--- config.mk ---
export PLATFORM = sky130hd
export DESIGN_NAME = uart_rx_ctrl
export DESIGN_NICKNAME = d
export VERILOG_FILES = /design/src/rtl/uart_rx_ctrl.sv
export SDC_FILE = /design/constraint.sdc
export NUM_CORES = 1
export LEC_CHECK = 0
export CAP_MARGIN = 10
export CORE_MARGIN = 4
export CORE_UTILIZATION = 40
export DETAILED_ROUTE_END_ITERATION = 8
export HOLD_SLACK_MARGIN = 0.06
export PLACE_DENSITY = 0.63
export SYNTH_ARGS = -nofsm -noshare
export SYNTH_HDL_FRONTEND = slang
export SYNTH_SLANG_ARGS = --single-unit
--- constraint.sdc ---
create_clock -name clk -period 5.45 [get_ports clk]
set_input_delay 0.8175 -clock clk [delete_from_list [all_inputs] [get_ports clk]]
set_output_delay 0.8175 -clock clk [all_outputs]
set_load 0.02 [all_outputs]
--- src/rtl/uart_rx_ctrl.sv ---
// Receive-side controller for receiver_top: drains received bytes into a FWFT FIFO,
// handshakes clear_flag after each frame and applies host config writes while the line is idle.
module uart_rx_ctrl #(
    parameter int         FIFO_DEPTH     = 8,
    parameter int         ADDR_W         = 3,
    parameter int         TIMEOUT_CYCLES = 40000,
    parameter logic [5:0] CFG_RESET      = 6'b000000
) (
    input  logic              clk,
    input  logic              reset,
    input  logic              rx,
    input  logic              flag_data_received,
    input  logic              flag_parity_error,
    input  logic [7:0]        data_exracted,
    output logic              clear_flag,
    output logic [5:0]        config_reg,
    input  logic              cfg_wr_en,
    input  logic [5:0]        cfg_wr_data,
    output logic              cfg_pending,
    input  logic              rd_en,
    output logic [7:0]        rd_data,
    output logic              rd_err,
    output logic              fifo_empty,
    output logic              fifo_full,
    output logic [ADDR_W:0]   fifo_count,
    output logic              overrun,
    input  logic              overrun_clr
);

    localparam int TO_W = (TIMEOUT_CYCLES > 2) ? $clog2(TIMEOUT_CYCLES) : 1;

    typedef enum logic [1:0] {
        ST_IDLE,
        ST_BUSY,
        ST_CAPTURE,
        ST_CLEAR
    } state_t;

    state_t            state;
    logic              rx_meta;
    logic              rx_s;
    logic              rx_s_prev;
    logic              rx_fall;
    logic [TO_W-1:0]   to_cnt;

    logic [8:0]        mem [FIFO_DEPTH];
    logic [ADDR_W-1:0] wr_ptr;
    logic [ADDR_W-1:0] rd_ptr;
    logic [ADDR_W:0]   count;
    logic              push;
    logic              pop;
    logic              capture;

    logic [5:0]        shadow;
    logic              cfg_apply;

    assign rx_fall = !rx_s && rx_s_prev;

    // Synchroniser, frame FSM and the registered clear_flag handshake.
    always_ff @(posedge clk) begin
        if (reset) begin
            rx_meta    <= 1'b1;
            rx_s       <= 1'b1;
            rx_s_prev  <= 1'b1;
            state      <= ST_IDLE;
            to_cnt     <= '0;
            clear_flag <= 1'b0;
        end else begin
            // NOTE: sequential state uses non-blocking assignments so every flop samples pre-edge values.
            rx_meta   <= rx;
            rx_s      <= rx_meta;
            rx_s_prev <= rx_s;
            case (state)
                ST_IDLE: begin
                    if (flag_data_received) begin
                        state <= ST_CAPTURE;
                    end else if (rx_fall) begin
                        state  <= ST_BUSY;
                        to_cnt <= '0;
                    end
                end
                ST_BUSY: begin
                    if (flag_data_received) begin
                        state <= ST_CAPTURE;
                    end else if (to_cnt == TO_W'(TIMEOUT_CYCLES - 1)) begin
                        state <= ST_IDLE;
                    end else begin
                        to_cnt <= to_cnt + TO_W'(1);
                    end
                end
                ST_CAPTURE: begin
                    state      <= ST_CLEAR;
                    clear_flag <= 1'b1;
                end
                ST_CLEAR: begin
                    if (!flag_data_received) begin
                        state      <= ST_IDLE;
                        clear_flag <= 1'b0;
                    end
                end
                default: begin
                    state      <= ST_IDLE;
                    clear_flag <= 1'b0;
                end
            endcase
        end
    end

    assign fifo_count = count;
    assign fifo_empty = (count == '0);
    assign fifo_full  = (count == (ADDR_W+1)'(FIFO_DEPTH));
    assign capture    = (state == ST_CAPTURE);
    assign pop        = rd_en && !fifo_empty;
    // A same-cycle pop frees the slot, so a full FIFO still accepts the captured byte.
    assign push       = capture && (!fifo_full || pop);

    assign rd_data = fifo_empty ? 8'h00 : mem[rd_ptr][7:0];
    assign rd_err  = fifo_empty ? 1'b0  : mem[rd_ptr][8];

    always_ff @(posedge clk) begin
        if (reset) begin
            wr_ptr  <= '0;
            rd_ptr  <= '0;
            count   <= '0;
            overrun <= 1'b0;
        end else begin
            if (push) wr_ptr <= wr_ptr + ADDR_W'(1);
            if (pop)  rd_ptr <= rd_ptr + ADDR_W'(1);
            case ({push, pop})
                2'b10:   count <= count + (ADDR_W+1)'(1);
                2'b01:   count <= count - (ADDR_W+1)'(1);
                default: count <= count;
            endcase
            if (capture && !push) begin
                overrun <= 1'b1;
            end else if (overrun_clr) begin
                overrun <= 1'b0;
            end
        end
    end

    // NOTE: storage has no reset; contents are only visible through the pointers, which are reset.
    always_ff @(posedge clk) begin
        if (!reset && push) begin
            mem[wr_ptr] <= {flag_parity_error, data_exracted};
        end
    end

    assign cfg_apply = (state == ST_IDLE) && rx_s && !flag_data_received && cfg_pending;

    always_ff @(posedge clk) begin
        if (reset) begin
            config_reg  <= CFG_RESET;
            shadow      <= 6'b000000;
            cfg_pending <= 1'b0;
        end else begin
            if (cfg_apply) begin
                config_reg <= shadow;
            end
            if (cfg_wr_en) begin
                shadow      <= cfg_wr_data;
                cfg_pending <= 1'b1;
            end else if (cfg_apply) begin
                cfg_pending <= 1'b0;
            end
        end
    end

endmodule

---- Word level (Yosys, flattened, before mapping) ----
Memories as Yosys holds them, arrays and structs flattened. A register that Yosys moved wholly into a read port is not among the register bits.
Index checks and enable logic that the tools add are counted.
cells by class
  add/subtract/negate cells ............... 5
  equal/unequal tests ..................... 14
  mux-type cells .......................... 24
  reduce and logical (&&, ||, !) cells .... 25
operator list
  cell                                                                    count
  16-bit two-way mux                                                      4
  16-bit one-hot mux with 2 select lines                                  1
  16-bit by 1-bit adder with 16-bit output (second input constant)        1
  16-bit equality test (second input constant)                            1
  2-bit two-way mux                                                       5
  2-bit inequality test (second input constant)                           5
  2-bit nonzero test                                                      5
  1-bit logical AND                                                       8
  1-bit two-way mux                                                       8
  8-bit two-way mux                                                       1
  2-bit one-hot mux with 4 select lines                                   1
  4-bit one-hot mux with 2 select lines                                   1
  3-bit by 1-bit adder with 3-bit output (second input constant)          2
  2-bit equality test (second input constant)                             3
  1-bit zero test                                                         6
  3-bit two-way mux                                                       2
  3-bit inequality test (second input constant)                           2
  5-bit AND reduction                                                     1
  4-bit by 1-bit adder with 4-bit output (second input constant)          1
  2-bit by 1-bit equality test with 1-bit output (second input constant)  2
  4-bit equality test (second input constant)                             1
  4-bit zero test                                                         1
  4-bit by 1-bit subtractor with 4-bit output (second input constant)     1
  3-bit AND reduction                                                     1
  other kinds (4)                                                         4
word-level totals
  register bits after elaboration ......... 46
  RAM bits ................................ 72
  bits of input ports ..................... 22
  logic and storage cells ................. 82
  memories ................................ 1
memories
  memory  depth  bits a word  read ports  clocked after Yosys merged registers in  write ports  line  text
  mem     8      9            1           1                                        1            46    logic [8:0] mem [FIFO_DEPTH];

---- Logic depth before layout (Yosys ltp) ----
Gate-level depths: netlist of the first run.
  word-level depth ........................ 8
  mapped depth ............................ 8
  depth with buffers taken out ............ 7

---- Worst setup path before layout of the first run ----
No wires, ideal clock.
  path type ............................... input to register
  start point ............................. input port rd_en
  end point ............................... memory mem[0][0], enable pin
  setup time .............................. 399 ps
  data arrival time ....................... 2228 ps
  slack ................................... 2823 ps
  cell stages on the path ................. 4
  buffers on the path ..................... 0
  cells stage by stage .................... inv_1 > a31oi_2 > nand2b_1 > nor4_1
between the ends
  cells in the longest elaborated chain, start to end .. 6
ends and longest elaborated chain
  what                                     line  text
  from (decl)                              20    input logic rd_en,
  1-bit logical AND                        113   assign pop = rd_en && !fifo_empty;
  1-bit logical OR                         115   assign push = capture && (!fifo_full || pop);
  1-bit logical AND                        115
  1-bit logical AND                        144   if (!reset && push) begin
  1-bit two-way mux                        144
  1-bit two-way mux (not written as such)  145   mem[wr_ptr] <= {flag_parity_error, data_exracted};
  to (decl)                                46
No other way between the ends.

==> flow_summary.yaml, run 1 <==
grt:
  gr-total-overflow: 0
  grt_first_pass_wirelength_um: 17800
  track_usage_pct: 15.4
  grt_antenna_before_repair: 0
  grt_start_max_net_pins: 44
  grt_pass1_vias: 3446
yosys:
  synth_edf_count: 72
  synth_cells: 400
  syn_area_mm2: 0.00523
  synth_nets: 428
  avgSynthCellArea_um2: 13.1
  synth_seq_area_share_pct: 60.1
  synth-main-ff-cell: "edfxtp_1"
  synth_cell_type_count: 62
  yosys_register_bits: 121
  yosys_warnings: 0
  async_flop_share_pct: 0
critical_path:
  cp-end-kind: "output pin"
  crit_type: "flop to output pin"
  arrival_ns: 2.54
  cp.required_ns: 4.63
  cp_max_fo: 18
  timing.critical_path.from_type: "flop"
clocking:
  clk_latency_ns: 0.41
  max-clock-path-buffers: 2
  cts_tree: "done"
  cts_root_buf: "clkbuf_16"
  cts-hold-fix-buffers: 0
  cts-resized-gates: 0
  numCtsBuffers: 17
  htreeDepth: 4
  cts.sinks: 121
  path_clk_slew_ns: 0.06
  postCtsSetupBuffers: 0
hold_path:
  hp-class: "flop to flop"
routing:
  first_pass_iters: 5
  drtIter0Drc: 243
  wl_per_cell_um: 16.9
  viasPerCell: 5.29
  ant_nets: 0
  route.detailed.drc: 0
  wl_um: 10700
  vias: 3344
placed_design:
  post-dp-hpwl_um: 6880
  portBuffers: 45
  place.gp.congestion: 0.882
  post-place-ws_ns: 1.97
timing:
  fin_setup_tns_ns: 0
  holdWs_ns: 0.408
  slew_headroom_pct: 25.9
  slew_viol_final: 0
  rsz0062_at_grt: "no"
  hold_viol_final: 0
  timing.fmax_mhz: 297
  final.period_utilization_pct: 61.7
  setup_viol: 0
  finalCriticalPeriod_ns: 3.36
  final.setup.worst_slack_ns: 2.09
  worstMarginPinSlew_ns: 1.10
  fin_skew_ns: 0.00678
floorplanning:
  initial_core_util_pct: 41.1
  ioPinCount: 46
  fp.coreArea_mm2: 0.0127
  die_h_um: 122
  num_rows: 41
  die_area_mm2: 0.0150
  die_w_um: 122
final_layout:
  seqCellArea_mm2: 0.00314
  antenna_cells: 0
  largest_register_ffs: 72
  multi_input_comb_area_mm2: 0.00193
  fillers: 1124
  largestRegisters: "mem: 72 flops, to_cnt: 16 flops"
  syn2layout_area_growth_pct: 23.0
  drive_above_1_share_pct: 16.1
  layout.nets: 475
  largest_register: "mem"
run_status:
  status: "finished clean"
power_and_ir_drop:
  ir_worst_vdd_v: 0.000222
  leakage_nw: 2.17
  power_density_mw_per_mm2: 454
  total_power_mw: 2.92
flow_run:
  max-cap-violations: 0
==> worst max-delay path, stage by stage, from the launching register on <==
cell	delay, ns
dfxtp_1	0.88
mux4_2	0.43
mux2i_1	0.22
nor2_1	0.06
clkdlybuf4s50_1	0.54
==> final cells by class <==
class                           count  area share (%)
Clock buffer                       17            6.61
Clock inverter                     15            2.57
Inverter                           18            1.05
Multi-Input combinational cell    239            30.0
Sequential cell                   121            48.8
Tap cell                          172            3.34
Timing Repair Buffer               50            7.58
==> worst paths after layout <==
check,start,to,slack (ns),depth (start not counted)
setup / recovery,flop,rd_data[4],2.09,4
hold / removal,rx_meta,rx_s,0.41,1
setup reg to reg,to_cnt[0],to_cnt[11],3.05,5
hold reg to reg,rx_meta,rx_s,0.41,1
==> cells in the mapped netlist, drive strengths merged, types with 3 or more instances <==
| library cell | instances | area, um2 |
|---|---|---|
| o221ai | 4 | 41.3 |
| edfxtp | 72 | 2160 |
| a21oi | 12 | 71.3 |
| nor3 | 7 | 40.0 |
| nand4 | 16 | 100 |
| o21ai | 10 | 72.6 |
| and3 | 3 | 18.8 |
| or2 | 3 | 18.8 |
| and4 | 5 | 43.8 |
| mux2i | 25 | 250 |
| nor2 | 48 | 183 |
| ha | 5 | 62.6 |
| nand2 | 15 | 56.3 |
| nand4b | 3 | 26.3 |
| o311ai | 5 | 43.8 |
| mux4 | 18 | 405 |
| nand3 | 10 | 50.1 |
| nand2b | 7 | 43.8 |
| clkbuf | 9 | 35.0 |
| inv | 17 | 63.8 |
| or3 | 3 | 18.8 |
| nor4b | 3 | 47.5 |
| dfxtp | 49 | 981 |
| buf | 13 | 67.6 |
| nor4 | 5 | 31.3 |
| a31oi | 5 | 37.5 |
==> logic make-up (layout without fill, tap and decap cells) <==
| logic type | Yosys count | in the layout | synth area share (%) |
|---|---|---|---|
| AO/OA/AOI/OAI | 48 | 48 | 7.13 |
| multiplexers | 45 | 45 | 13.1 |
| buffers and inverters | 40 | 100 | 3.25 |
| flip-flops | 121 | 121 | 60.1 |
| XOR/XNOR | 4 | 4 | 0.670 |
| AND/OR/NAND/NOR | 136 | 136 | 14.2 |
| adder cells (fa/ha/maj) | 6 | 6 | 1.58 |
==> cells in the final DEF (no fill, tap or decap), types with 6 or more instances in the layout <==
cell type and count:
nor3_1 6, nor2_1 47, clkbuf_16 17, a21oi_1 11
nand2_1 15, inv_1 16, dfxtp_1 49, o21ai_1 6
clkdlybuf4s50_1 45, nand3_1 10, edfxtp_1 72, mux2i_1 25
mux4_2 18, nand2b_1 7, nand4_1 16
==> metrics by stage <==
| step | util [%] | area [um2] | std cells |
|---|---|---|---|
| 6_report | 50.6 | 6430 | 632 |
| 5_1_grt | 50.6 | 6430 | 632 |
| 4_1_cts | 50.6 | 6430 | 632 |
| 3_5_place_dp | 45.9 | 5840 | 600 |
| 3_3_place_gp | 45.9 | 5840 | 600 |
| 2_1_floorplan | - | 5230 | 400 |
==> per-layer routing <==
metal / share of wire (%) / vias to the layer above / global-route usage (%) / routed length [um]
met1: 44 / 1636 / 19.6 / 4710
met3: 5.2 / 8 / 5.02 / 558
li1: - / 1622 / - / -
met4: 0.78 / 0 / 5.04 / 83
met5: 0 / - / 0 / 0
met2: 50 / 78 / 24.9 / 5330
==> report_power, final <==
| group | switching [mW] | total, mW | internal, mW |
|---|---|---|---|
| clock | 0.429 | 1.11 | 0.680 |
| sequential | 0.0503 | 1.06 | 1.01 |
| combinational | 0.392 | 0.753 | 0.361 |
| total | 0.871 | 2.92 | 2.05 |
(Power assumes the default switching activity.)
==> run 2: changes to the inputs <==
- PLACE_DENSITY: 0.63 -> 0.65
- clock period: 5.45 -> 3 ns (I/O delays scaled with it)
==> run 2 against run 1 <==
- combinational power increased by 89%
- flip-flop and latch count is the same
- largest power group unchanged
- die area stayed put
- final cell count increased by 1.7%
- first-iteration DRC count decreased by 2.9%
==> flow_summary.yaml, run 2 (same netlist as run 1, synthesis figures left out) <==
grt:
  grt_start_max_net_pins: 25
  gr-total-overflow: 0
  grt_pass1_vias: 3481
  grt_antenna_before_repair: 0
  track_usage_pct: 15.8
  grt_first_pass_wirelength_um: 18000
final_layout:
  final_cell_mix: "edfxtp_1, dfxtp_1, nor2_1, clkdlybuf4s50_1, mux2i_1"
  syn2layout_area_growth_pct: 25.6
  layout_commonest_cell: "edfxtp_1"
  largest_register_ffs: 72
  multi_input_comb_area_mm2: 0.00193
  antenna_cells: 0
  largest_register: "mem"
  stdcell_count: 643
  post-route-util_pct: 51.6
  layout.nets: 486
  fillers: 1116
  seqCellArea_mm2: 0.00314
  largestRegisters: "mem: 72 flops, to_cnt: 16 flops"
  drive_above_1_share_pct: 18.5
  design_area_mm2: 0.00657
hold_path:
  hold_path_depth: 1
  min_to: "rx_s"
  hp-class: "flop to flop"
  hp-start: "rx_meta"
power_and_ir_drop:
  clkPwrFrac_pct: 38.6
  power_switching_mw: 1.60
  sw_frac_of_total_pct: 29.5
  total_power_mw: 5.43
  power_density_mw_per_mm2: 827
  leakage_nw: 2.25
  p_comb_share_pct: 26.0
  p_int_mw: 3.83
  ir_worst_vdd_v: 0.000542
  pwr-share-seq_pct: 35.4
clocking:
  clk_latency_ns: 0.42
  htreeDepth: 4
  cts_tree: "done"
  path_clk_slew_ns: 0.06
  max-clock-path-buffers: 2
  cts.sinks: 121
  cts_root_buf: "clkbuf_16"
  postCtsSetupBuffers: 0
  numCtsBuffers: 17
timing:
  slew_viol_final: 0
  finalCriticalPeriod_ns: 2.79
  rsz0062_at_grt: "no"
  timing.fmax_mhz: 358
  fin_setup_tns_ns: 0
  hold_viol_final: 0
  final.period_utilization_pct: 93.2
  holdWs_ns: 0.406
  worstMarginPinSlew_ns: 0.762
  setup_viol: 0
  final.setup.worst_slack_ns: 0.205
  fin_skew_ns: 0.0142
  slew_headroom_pct: 48.9
placed_design:
  place.gp.congestion: 0.822
  post-dp-hpwl_um: 7100
  portBuffers: 45
  dpl.cell_count: 611
  post-place-ws_ns: 0.231
  place_area_mm2: 0.00595
critical_path:
  r2r_end: "fifo_count[3]"
  cp.required_ns: 2.55
  cp-end-kind: "output pin"
  crit_type: "flop to output pin"
  ff2ff_path_depth: 7
  r2r_slack_ns: 0.74
  arrival_ns: 2.34
  cp_max_fo: 18
  timing.rr.start: "fifo_count[3]"
  timing.critical_path.from_type: "flop"
routing:
  ant_nets: 0
  vias: 3410
  wl_per_cell_um: 17.0
  viasPerCell: 5.30
  route.detailed.drc: 0
  wl_um: 10900
  first_pass_iters: 4
  drtIter0Drc: 236
floorplanning:
  die_h_um: 122
  die_w_um: 122
  num_rows: 41
  initial_core_util_pct: 41.1
  die_area_mm2: 0.0150
  ioPinCount: 46
  fp.coreArea_mm2: 0.0127
flow_run:
  max-cap-violations: 0
run_status:
  status: "finished clean"
run 2: worst max path at each step:
stage                       start       endpoint  slack (ns)
global placement            rd_en  fifo_count[3]        0.35
global route                 flop     rd_data[3]         0.1
floorplan           fifo_count[0]      mem[0][0]        0.52
finish                       flop     rd_data[3]        0.21
CTS                          flop     rd_data[7]        0.11
detailed placement          rd_en  fifo_count[3]        0.23
run 2: layout make-up:
| class | instances | share of cell area, % |
|---|---|---|
| clock buffers | 17 | 6.48 |
| clock inverters | 15 | 2.90 |
| inverters | 18 | 1.03 |
| multi-input cells | 239 | 29.4 |
| flip-flops and latches | 121 | 47.9 |
| well taps | 172 | 3.28 |
| repair buffers | 61 | 9.07 |
run 2: repair_timing:
item	in CTS	in global routing
resized for setup	0	1
setup endpoints to repair	0	1
hold buffers	0	0
endpoints found under the hold margin	0	0
run 2: power by group through the flow:
| stage | logic, mW | clock network [mW] | registers (mW) |
|---|---|---|---|
| detailed placement | 1.44 | 0 | 1.95 |
| CTS | 1.44 | 2.13 | 1.92 |
| global route | 1.53 | 2.22 | 1.93 |
| finish | 1.42 | 2.10 | 1.92 |
| global placement | 1.40 | 0 | 1.95 |
| floorplan | 0.888 | 0 | 1.96 |
run 2: critical path, stage by stage (launching register included):
cell             delay [ns]
dfxtp_1                0.35
buf_12                 0.20
mux4_2                 0.54
mux2i_1                0.22
nor2_1                 0.06
clkdlybuf4s50_1        0.54
run 2: layer usage:
metal	track usage, %	up-vias	part of all wire (%)
met4	5.67	0	0.98
met1	20.3	1662	44
li1	-	1648	-
met3	5.58	8	5.9
met2	24.8	92	49
met5	0	-	0
==> run 3: changes to the inputs <==
- GPL_TIMING_DRIVEN: not set -> 0
==> run 3 against run 2 <==
- via count increased by 2.2%
- non-clock buffer count increased by 6
- sequential share of layout area about the same
- clock skew decreased by 0.0053 ns
- first-iteration DRC count up 10%
- critical path depth rose by 1
- global-route usage rose by 0.48 points
- core utilization barely moved
- power increased by 0.71%
- wire length up 0.99%
- maximum frequency is 0.60% lower
- combinational power is essentially flat
- largest power group unchanged
==> flow_summary.yaml, run 3 (same netlist as run 1, synthesis figures left out) <==
floorplanning:
  fp.coreArea_mm2: 0.0127
  ioPinCount: 46
  die_h_um: 122
  die_w_um: 122
  initial_core_util_pct: 41.1
  die_area_mm2: 0.0150
  num_rows: 41
routing:
  ant_nets: 0
  wl_um: 11100
  drtIter0Drc: 260
  route.met2.wl_um: 5280
  drt-met1-wl_um: 5060
  route.detailed.drc: 0
  viasPerCell: 5.37
  met3WireLength_um: 526
  top_layer: "met4"
  wl_per_cell_um: 17.0
  first_pass_iters: 4
  vias: 3485
critical_path:
  cp.required_ns: 2.55
  crit_type: "flop to output pin"
  cp_num_buf_inv: 3
  r2r_slack_ns: 0.55
  cp-end-kind: "output pin"
  critical_path.top_delay_family: "buffers and inverters"
  r2r_end: "mem[2][3]"
  cp.depth: 6
  cp_max_fo: 10
  critical_path.slowest_cell: "clkdlybuf4s50_1"
  ff2ff_path_depth: 4
  slowest_delay_ns: 0.54
  path_cells: "buf_6, buf_8, mux4_2, mux2i_1, nor2_1, clkdlybuf4s50_1"
  timing.rr.start: "fifo_count[0]"
  arrival_ns: 2.36
  timing.critical_path.from_type: "flop"
final_layout:
  multi_input_comb_area_mm2: 0.00194
  fillers: 1134
  final_cell_mix: "edfxtp_1, dfxtp_1, nor2_1, clkdlybuf4s50_1, mux2i_1"
  layout_commonest_cell: "edfxtp_1"
  antenna_cells: 0
  layout.nets: 492
  syn2layout_area_growth_pct: 25.4
  largest_register_ffs: 72
  drive_above_1_share_pct: 17.4
  largestRegisters: "mem: 72 flops, to_cnt: 16 flops"
  largest_register: "mem"
  seqCellArea_mm2: 0.00314
clocking:
  clk_latency_ns: 0.41
  postCtsSetupBuffers: 0
  max-clock-path-buffers: 2
  cts_tree: "done"
  numCtsBuffers: 17
  cts_root_buf: "clkbuf_16"
  cts.sinks: 121
  cts-hold-fix-buffers: 0
  htreeDepth: 4
  path_clk_slew_ns: 0.05
grt:
  track_usage_pct: 16.3
  grt_start_max_net_pins: 17
  grt_first_pass_wirelength_um: 18600
  gr-total-overflow: 0
  grt_pass1_vias: 3575
  grt_antenna_before_repair: 0
hold_path:
  hold_path_depth: 1
  min_to: "rx_s"
  hp-start: "rx_meta"
  hp-class: "flop to flop"
power_and_ir_drop:
  leakage_nw: 2.27
  ir_worst_vdd_v: 0.000357
  power_density_mw_per_mm2: 834
timing:
  final.period_utilization_pct: 93.7
  timing.fmax_mhz: 356
  fin_skew_ns: 0.00892
  finalCriticalPeriod_ns: 2.81
  fin_setup_tns_ns: 0
  slew_headroom_pct: 29.5
  setup_viol: 0
  worstMarginPinSlew_ns: 1.05
  rsz0062_at_grt: "no"
  hold_viol_final: 0
  slew_viol_final: 0
  holdWs_ns: 0.411
run_status:
  status: "finished clean"
placed_design:
  place.gp.congestion: 0.792
  portBuffers: 43
  post-dp-hpwl_um: 7300
flow_run:
  max-cap-violations: 0
run 3: routing by layer:
metal / vias up / GRT usage (%)
met1: 1718 / 21.6
met2: 92 / 25.6
met5: - / 0
met4: 0 / 5.67
li1: 1659 / -
met3: 16 / 4.61
run 3: what timing repair did:
| action | in CTS | in global routing |
|---|---|---|
| hold endpoints to repair | 0 | 0 |
| endpoints found under the setup margin | 9 | 9 |
| gates resized for setup | 4 | 4 |
run 3: power breakdown:
part / switching (mW) / internal (mW) / leakage (nW)
clock network: 0.751 / 1.40 / 0.299
registers: 0.0803 / 1.83 / 1.05
logic: 0.742 / 0.674 / 0.926
run 3: through the flow:
step | std cells | total power [mW] | util, % | worst slack, ns | area (um2)
after floorplan | 400 | 2.85 | - | 0.522 | 5230
after global placement | 615 | 3.33 | 46.2 | -1.04 | 5880
after detailed placement | 617 | 3.37 | 46.5 | -0.152 | 5910
after CTS | 649 | 5.52 | 51.5 | 0.00133 | 6550
after global routing | 649 | 5.73 | 51.6 | 0.0204 | 6560
final | 649 | 5.47 | 51.6 | 0.188 | 6560
run 3: worst max-delay path by stage:
stage	endpoint	slack, ns
3_5_place_dp	mem[2][6]	-0.15
2_1_floorplan	mem[0][0]	0.52
3_3_place_gp	mem[0][6]	-1.04
4_1_cts	rd_data[3]	0.001
5_1_grt	rd_data[2]	0.02
6_report	rd_data[2]	0.19
run 3: area by class of cell:
| type | count | share of cell area, % |
|---|---|---|
| clock buffer | 18 | 6.54 |
| timing repair buffer | 45 | 6.86 |
| tap | 172 | 3.28 |
| multi-input combinational | 239 | 29.6 |
| clock inverter | 14 | 2.99 |
| buffer | 22 | 1.83 |
| inverter | 18 | 1.03 |
| sequential | 121 | 47.9 |
